## src/rtl/cp0_intr_ctrl_pkg.sv

```systemverilog
// cp0_intr_ctrl_pkg: shared CPU defines for the CP0 interrupt/timer controller.
// Holds the CP0 register numbers decoded on the write bus and the request FSM encoding.
package cp0_intr_ctrl_pkg;

  localparam int unsigned CP0_DATA_W = 32;
  localparam int unsigned CP0_IP_W   = 8;
  localparam int unsigned HW_IP_MAX  = 6;

  localparam logic [4:0] CP0_COUNT_ADDR   = 5'd9;
  localparam logic [4:0] CP0_COMPARE_ADDR = 5'd11;

  typedef enum logic [1:0] {
    IRQ_IDLE,
    IRQ_REQ,
    IRQ_WAIT_EXL
  } irq_state_t;

endpackage

```

## src/rtl/cp0_intr_ctrl_sync.sv

```systemverilog
// intr_sync: per-bit flop-chain synchroniser for asynchronous level inputs.
// Every bit passes through STAGES flops; all flops clear on reset.
module intr_sync #(
  parameter int unsigned WIDTH  = 1,
  parameter int unsigned STAGES = 2
) (
  input  logic             clk,
  input  logic             rst,
  input  logic [WIDTH-1:0] d_i,
  output logic [WIDTH-1:0] q_o
);

  logic [STAGES-1:0][WIDTH-1:0] chain_q;

  // Shift raw input through the chain; oldest stage drives the output.
  always_ff @(posedge clk or posedge rst) begin
    if (rst) begin
      chain_q <= '0;
    end else begin
      chain_q <= {chain_q[STAGES-2:0], d_i};
    end
  end

  assign q_o = chain_q[STAGES-1];

endmodule

```

## src/rtl/cp0_intr_ctrl.sv

```systemverilog
// cp0_intr_ctrl: CP0 interrupt and timer controller.
// Synchronises hardware lines, composes Cause.IP/TI, gates with Status and
// handshakes an interrupt request to the Exception unit.
// Optional macro INTR_TIMER_EN: builds the Count/Compare timer and prescaler;
// when undefined, count/compare/TI read as zero and timer writes are ignored.
module cp0_intr_ctrl
  import cp0_intr_ctrl_pkg::*;
#(
  parameter int unsigned HW_INT_NUM  = 6,
  parameter int unsigned COUNT_DIV   = 2,
  parameter int unsigned SYNC_STAGES = 2
) (
  input  logic                  clk,
  input  logic                  rst,
  input  logic [HW_INT_NUM-1:0] hw_int_i,
  input  logic                  cp0_wr_i,
  input  logic [4:0]            cp0_wr_addr_i,
  input  logic [CP0_DATA_W-1:0] cp0_wr_data_i,
  input  logic                  status_ie_i,
  input  logic                  status_exl_i,
  input  logic [CP0_IP_W-1:0]   status_im_i,
  input  logic [1:0]            cause_ip_sw_i,
  input  logic                  irq_ack_i,
  output logic                  irq_req_o,
  output logic [CP0_IP_W-1:0]   cause_ip_o,
  output logic                  cause_ti_o,
  output logic [CP0_DATA_W-1:0] count_o,
  output logic [CP0_DATA_W-1:0] compare_o
);

  logic [HW_INT_NUM-1:0] hw_sync;
  logic [HW_IP_MAX-1:0]  hw_ip;
  logic                  ti;
  logic                  pending;
  irq_state_t            state_q;
  logic                  irq_req_q;

  intr_sync #(
    .WIDTH  (HW_INT_NUM),
    .STAGES (SYNC_STAGES)
  ) u_sync (
    .clk (clk),
    .rst (rst),
    .d_i (hw_int_i),
    .q_o (hw_sync)
  );

  // Unused hardware positions read as zero.
  assign hw_ip = HW_IP_MAX'(hw_sync);

`ifdef INTR_TIMER_EN
  localparam int unsigned PRE_W = (COUNT_DIV > 1) ? $clog2(COUNT_DIV) : 1;

  logic [PRE_W-1:0]      pre_q, pre_d;
  logic [CP0_DATA_W-1:0] count_q, count_d;
  logic [CP0_DATA_W-1:0] compare_q, compare_d;
  logic                  ti_q, ti_d;
  logic                  wr_count, wr_compare, pre_wrap, count_upd;

  // Next-state for prescaler, Count, Compare and the sticky TI flag.
  always_comb begin
    wr_count   = cp0_wr_i && (cp0_wr_addr_i == CP0_COUNT_ADDR);
    wr_compare = cp0_wr_i && (cp0_wr_addr_i == CP0_COMPARE_ADDR);
    pre_wrap   = (pre_q == PRE_W'(COUNT_DIV - 1));
    pre_d      = pre_wrap ? '0 : pre_q + PRE_W'(1);
    count_d    = count_q;
    count_upd  = 1'b0;
    compare_d  = compare_q;
    ti_d       = ti_q;

    // A Count write overrides any increment due on the same edge.
    if (wr_count) begin
      count_d   = cp0_wr_data_i;
      pre_d     = '0;
      count_upd = 1'b1;
    end else if (pre_wrap) begin
      count_d   = count_q + CP0_DATA_W'(1);
      count_upd = 1'b1;
    end

    // A Compare write clears TI and suppresses a same-edge match.
    if (wr_compare) begin
      compare_d = cp0_wr_data_i;
      ti_d      = 1'b0;
    end else if (count_upd && (count_d == compare_q)) begin
      ti_d = 1'b1;
    end
  end

  // Timer state registers.
  always_ff @(posedge clk or posedge rst) begin
    if (rst) begin
      pre_q     <= '0;
      count_q   <= '0;
      compare_q <= '0;
      ti_q      <= 1'b0;
    end else begin
      pre_q     <= pre_d;
      count_q   <= count_d;
      compare_q <= compare_d;
      ti_q      <= ti_d;
    end
  end

  assign count_o   = count_q;
  assign compare_o = compare_q;
  assign ti        = ti_q;
`else
  logic unused_timer_c;

  assign count_o   = '0;
  assign compare_o = '0;
  assign ti        = 1'b0;

  // Write bus and prescale setting have no consumer without the timer.
  assign unused_timer_c = ^{cp0_wr_i, cp0_wr_addr_i == CP0_COUNT_ADDR,
                            cp0_wr_addr_i == CP0_COMPARE_ADDR, cp0_wr_data_i,
                            32'(COUNT_DIV)};
`endif

  // Cause.IP composition: software bits, synced lines, TI folded into IP[7].
  assign cause_ip_o = {hw_ip[5] | ti, hw_ip[4:0], cause_ip_sw_i};
  assign cause_ti_o = ti;
  assign pending    = (|(cause_ip_o & status_im_i)) & status_ie_i & ~status_exl_i;

  // Request handshake FSM; WAIT_EXL blocks re-requests until EXL lands.
  always_ff @(posedge clk or posedge rst) begin
    if (rst) begin
      state_q   <= IRQ_IDLE;
      irq_req_q <= 1'b0;
    end else begin
      unique case (state_q)
        IRQ_IDLE: begin
          if (pending) begin
            state_q   <= IRQ_REQ;
            irq_req_q <= 1'b1;
          end
        end
        IRQ_REQ: begin
          if (irq_ack_i) begin
            state_q   <= IRQ_WAIT_EXL;
            irq_req_q <= 1'b0;
          end else if (!pending) begin
            state_q   <= IRQ_IDLE;
            irq_req_q <= 1'b0;
          end
        end
        IRQ_WAIT_EXL: begin
          if (status_exl_i) begin
            state_q <= IRQ_IDLE;
          end
        end
        default: begin
          state_q   <= IRQ_IDLE;
          irq_req_q <= 1'b0;
        end
      endcase
    end
  end

  assign irq_req_o = irq_req_q;

endmodule

```

## config.mk

```make
export PLATFORM = sky130hd
export DESIGN_NAME = cp0_intr_ctrl
export DESIGN_NICKNAME = d
export VERILOG_FILES = /design/src/rtl/cp0_intr_ctrl_pkg.sv /design/src/rtl/cp0_intr_ctrl_sync.sv /design/src/rtl/cp0_intr_ctrl.sv
export SDC_FILE = /design/constraint.sdc
export NUM_CORES = 1
export LEC_CHECK = 0
export BUFFER_PORTS_ARGS = -buffer_cell sky130_fd_sc_hd__buf_2
export CORE_ASPECT_RATIO = 0.6
export CORE_MARGIN = 1.5
export CORE_UTILIZATION = 33
export CTS_BUF_LIST = sky130_fd_sc_hd__clkbuf_8
export CTS_CLUSTER_SIZE = 20
export DETAILED_ROUTE_END_ITERATION = 8
export PLACE_DENSITY = 0.83
export SYNTH_ARGS = -nofsm -noshare
export SYNTH_HDL_FRONTEND = slang
export SYNTH_SLANG_ARGS = --single-unit
```

## constraint.sdc

```tcl
create_clock -name clk -period 1.57 [get_ports clk]
set_clock_uncertainty 0.15 [all_clocks]
set_input_delay 0.314 -clock clk [delete_from_list [all_inputs] [get_ports clk]]
set_output_delay 0.314 -clock clk [all_outputs]
set_load 0.05 [all_outputs]
```

Word-level counts from Yosys, hierarchy flattened
Index checks and enable logic that the tools add are counted.
{ "totals": {"register_bits": 15, "input_bits": 59, "ram_bits": 0, "word_cells": 27, "memories": 0, "output_inout_bits": 74, "rom_bits": 0, "latchBits": 0} }
{ "op_classes": {"add_sub_neg": 0, "shifts": 0, "bitwise": 5, "n_eq_ne": 5, "mul": 0, "div_mod_pow": 0, "mux": 9, "magnitude_cmp": 0, "reduce_logical": 4} }
{ "op_table": {"columns": ["operator", "n"], "rows": [
  ["$and A8 B8 Y8", 1],
  ["$mux W2", 4],
  ["$reduce_or A8 Y1", 1],
  ["$pmux W2 S3", 1],
  ["$reduce_and A3 Y1", 2],
  ["$ne A2 B2 Y1 const B", 2],
  ["$mux W1", 3],
  ["$ne A3 B3 Y1 const B", 1],
  ["$pmux W1 S3", 1],
  ["$and A1 B1 Y1", 2],
  ["$eq A2 B1 Y1 const B", 1],
  ["$eq A2 B2 Y1 const B", 1],
  ["$logic_not A2 Y1", 1],
  ["$not A1 Y1", 2]
]} }

Longest topological paths before layout
{ "depth": {"depth_word": 7, "mapped_depth": 4, "mapped_depth_nobuf": 4} }

Modules after synthesis
From an unflattened synthesis, not the netlist that was laid out.
{ "hier_totals": {"hier_cells": 106, "hier_area_um2": 1041.0} }
{ "by_module_without_submodules": {"columns": ["mod", "cells_each", "instances", "area_each_um2"], "rows": [
  ["cp0_intr_ctrl", 87, 1, 691.9],
  ["intr_sync", 19, 1, 349.1]
]} }

Least setup slack after synthesis
Ideal clock, no wire load.
{ "synth_timing": {"kind": "register to register", "from": "register u_sync.chain_q, in the netlist u_sync.q_o[1]", "to": "register irq_req_q (netlist: irq_req_o)", "path_stages_with_launch": 5, "required_ns": 1.292, "n_path_buf": 0, "path_slack_ns": 0.432, "arrival_time_ns": 0.860, "period_less_slack_ns": 1.138, "setup_time_ns": 0.128, "path_cell_list": "dfrtp_1 > a22oi_1 > nand4_1 > a21oi_1 > o22ai_1"} }
{ "synth_between": {"elab_chain_len": 6, "elab_cells_between_ends": 7, "classes_between": "eq/ne (2); bitwise (3); reduce/logical (2)"} }
{ "synth_lines": {"columns": ["item", "line", "text"], "rows": [
  ["from (decl)", "cp0_intr_ctrl_sync.sv:13", "logic [STAGES-1:0][WIDTH-1:0] chain_q;"],
  ["from (signal assigned)", "cp0_intr_ctrl_sync.sv:20", "chain_q <= {chain_q[STAGES-2:0], d_i};"],
  ["$and A8 B8 Y8 (*)", "cp0_intr_ctrl.sv:124", "assign pending = (|(cause_ip_o & status_im_i)) & status_ie_i & ~status_exl_i;"],
  ["$reduce_or A8 Y1 (*)", "cp0_intr_ctrl.sv:124", null],
  ["$and A1 B1 Y1 (*) (2 in series)", "cp0_intr_ctrl.sv:124", null],
  ["$ne A3 B3 Y1 (no source line) / $ne A2 B2 Y1 (equally long branches)", null, null],
  ["$reduce_and A3 Y1 (no source line) (*)", null, null],
  ["to (signal assigned)", "cp0_intr_ctrl.sv:130", "irq_req_q <= 1'b0;"],
  ["to (signal assigned)", "cp0_intr_ctrl.sv:136", "irq_req_q <= 1'b1;"],
  ["to (signal assigned)", "cp0_intr_ctrl.sv:142", "irq_req_q <= 1'b0;"],
  ["to (decl)", "cp0_intr_ctrl.sv:36", "logic irq_req_q;"]
]} }
Mark *: on every way between the ends. The rest lies on a longest branch, timed or not.
A chain may end at the register's enable or synchronous reset.

Worst setup path after layout
{ "layout_timing": {"from": "register irq_req_q (netlist: irq_req_o)", "to": "output irq_req_o"} }
{ "layout_lines": {"columns": ["item", "line", "text"], "rows": [
  ["to (decl)", "cp0_intr_ctrl.sv:24", "output logic irq_req_o,"]
]} }
No word-level cell between the ends.

==> flow_summary.ini <==
[clock_network]
cts_sinks = 15
worstSkewPairLatency_ps = 240
numCtsBuffers = 3
cts_resized = 0
clk_pin_slew_ps = 60
clock_path_buffers = 2
htreeDepth = 1
cts_setup_buffers = 0
cts-root-buf = clkbuf_8
cts_tree = yes

[sta]
slew-limit-headroom_pct = 63.94
fin_setup_tns_ps = 0
finalMaxSlewViolations = 0
setup_viol = 0
clock.fmax_mhz = 743.5
post-route-min-period_ps = 1345
worstMarginPinSlew_ps = 540.3
rsz0062_at_grt = false
finalHoldViolations = 0
fin_crit_sh_pct = 85.67

[yosys]
avgSynthCellArea_sq_um = 9.938
async_reset_ff_share_pct = 100.0
syn_inst = 105
ys_ff_latch = 15
seq_area_frac_synth_pct = 35.97
yosysWarnings = 0
synth-edff-count = 0
synth_ff_type = dfrtp_1
synth_cell_types = 14
synth_area_sq_um = 1044

[setup_path]
cp_top_family = flip-flops
cp_max_fo = 3
end_kind = output port
critPathMaxStageDelay_ps = 360
worstPathCellList = buf_2
worstSetupPathType = reg2out
critPathLaunchType = flop
worst-endpoint-required_ps = 1110
critPathBufInv = 1
arrival_ps = 880
slowest_stage = dfrtp_1

[place]
gp_congestion = 0.6286
hpwl_um = 1068
numPortBuffers = 29
place_area_sq_um = 933.4

[floorplan]
die_w_um = 75.60
num_io_pins = 133
floorplan.initialDensity_pct = 35.41
coreArea_sq_um = 2947
die_height_um = 46.56
dieArea_sq_um = 3520
num_rows = 15

[global_route]
grt_pass1_vias = 359
grt_usage_pct = 6.453
grt_max_degree = 16
grt_antenna_before_repair = 0
grt_overflow = 0
grt_first_pass_wirelength_um = 1566

[pwr]
p_clk_share_pct = 24.0
p_switching_uw = 566.5
power.leakage_uw = 0.0005704
p_total_uw = 1199
comb_power_share_pct = 40.1
ir_drop_uv = 528.2
swShare_pct = 47.24
power_density_nw_per_um2 = 1213
p_int_uw = 632.7
p_seq_share_pct = 35.8

[routing]
wl_per_cell_um = 6.977
num_vias = 506
drtPass1Iterations = 4
initialDrtViolationCount = 3
route.detailed.drc = 0
final_antenna_net_count = 0
totalWireLength_um = 1200
routed_via_density = 2.942

[finish]
fin_nets = 190
syn_to_final_growth_pct = -5.276
final_layout_size_suffix_gt1_share_pct = 27.69
stdcell_area_sq_um = 988.4
n_antenna_cell = 0

[run]
drv_cap = 0

[outcome]
outcome = finished clean

[worst_hold_path]
hold_class = in2reg
[layout by cell type (no fill, tap or decap)]
master         count
inv_1              2
buf_2             29
o21ai_0            1
nand4_1            1
nor3b_4            1
conb_1            65
dlygate4sd3_1      1
nand2b_1           1
a22oi_1            1
nand2_1            3
o22ai_1            1
a21oi_1            2
dfrtp_1           15
clkbuf_8           3
a22oi_2            3
nor2_1             1
[final timing paths]
check                                  startpoint           endpoint  slack, ps  cells after the start
worst max-delay path                    irq_req_o          irq_req_o        220                      1
worst min-delay path                  hw_int_i[1]  u_sync.chain_q[1]         30                      1
worst max register to register      u_sync.q_o[1]          irq_req_o        300                      4
worst min register to register  u_sync.chain_q[3]      u_sync.q_o[3]        200                      0
max in group asynchronous                     rst      u_sync.q_o[4]        400                      3
min in group asynchronous                     rst  u_sync.chain_q[1]        510                      3
[what timing repair did]
item	CTS	global route
endpoints found under the hold margin	15	0
hold buffers	1	0
endpoints found under the setup margin	0	0
[layout make-up]
type / count / area [sq um]
sequential: 15 / 375.4
multi-input combinational: 80 / 356.6
tap: 42 / 52.55
fill: 310 / 1958
timing repair buffer: 30 / 155.1
clock buffer: 3 / 41.29
inverter: 1 / 3.754
clock inverter: 1 / 3.754
[sequential cells by signal, indices dropped and copies added (netlist names)]
register,flops
u_sync.chain_q,6
u_sync.q_o,6
state_q,2
irq_req_o,1
[Yosys cell counts (2+ instances only)]
library cell,instances,area (sq um)
a22oi_2,3,37.54
nand2_1,3,11.26
dfrtp_1,15,375.4
buf_4,73,548.0
a21oi_1,2,10.01
[per-layer routing]
metal	share of wire (%)	GRT usage, %	vias to the layer above
met5	0	0	-
met4	0.75	5.357	0
met3	6.5	1.313	2
met2	57	10.18	33
met1	36	7.703	229
li1	-	-	242
[logic make-up after synthesis]
| family | Yosys count | synth area share, % |
|---|---|---|
| other | 1 | 0.3594 |
| buffers and inverters | 74 | 52.88 |
| and+or+nand+nor | 7 | 4.437 |
| AOI/OAI and AO/OA | 8 | 6.356 |
| DFF | 15 | 35.97 |
[per-stage QoR]
stage | setup slack [ps] | instances | utilization, % | hold slack, ps
2_1_floorplan | 431.5 | 169 | - | 65.48
3_3_place_gp | 230.0 | 167 | 31.68 | 186.0
3_5_place_dp | 263.7 | 167 | 31.68 | 184.7
4_1_cts | 215.1 | 172 | 33.55 | 20.62
5_1_grt | 192.2 | 172 | 33.55 | 19.42
6_report | 225.0 | 172 | 33.55 | 25.66
[power groups by stage]
stage / Sequential, uW / Clock, uW / Combinational [uW]
4_1_cts: 429 / 299 / 480
3_5_place_dp: 436 / 0 / 479
5_1_grt: 432 / 317 / 507
2_1_floorplan: 455 / 0 / 548
6_report: 430 / 288 / 481
3_3_place_gp: 435 / 0 / 477
Power figures use the tool's default switching activity.
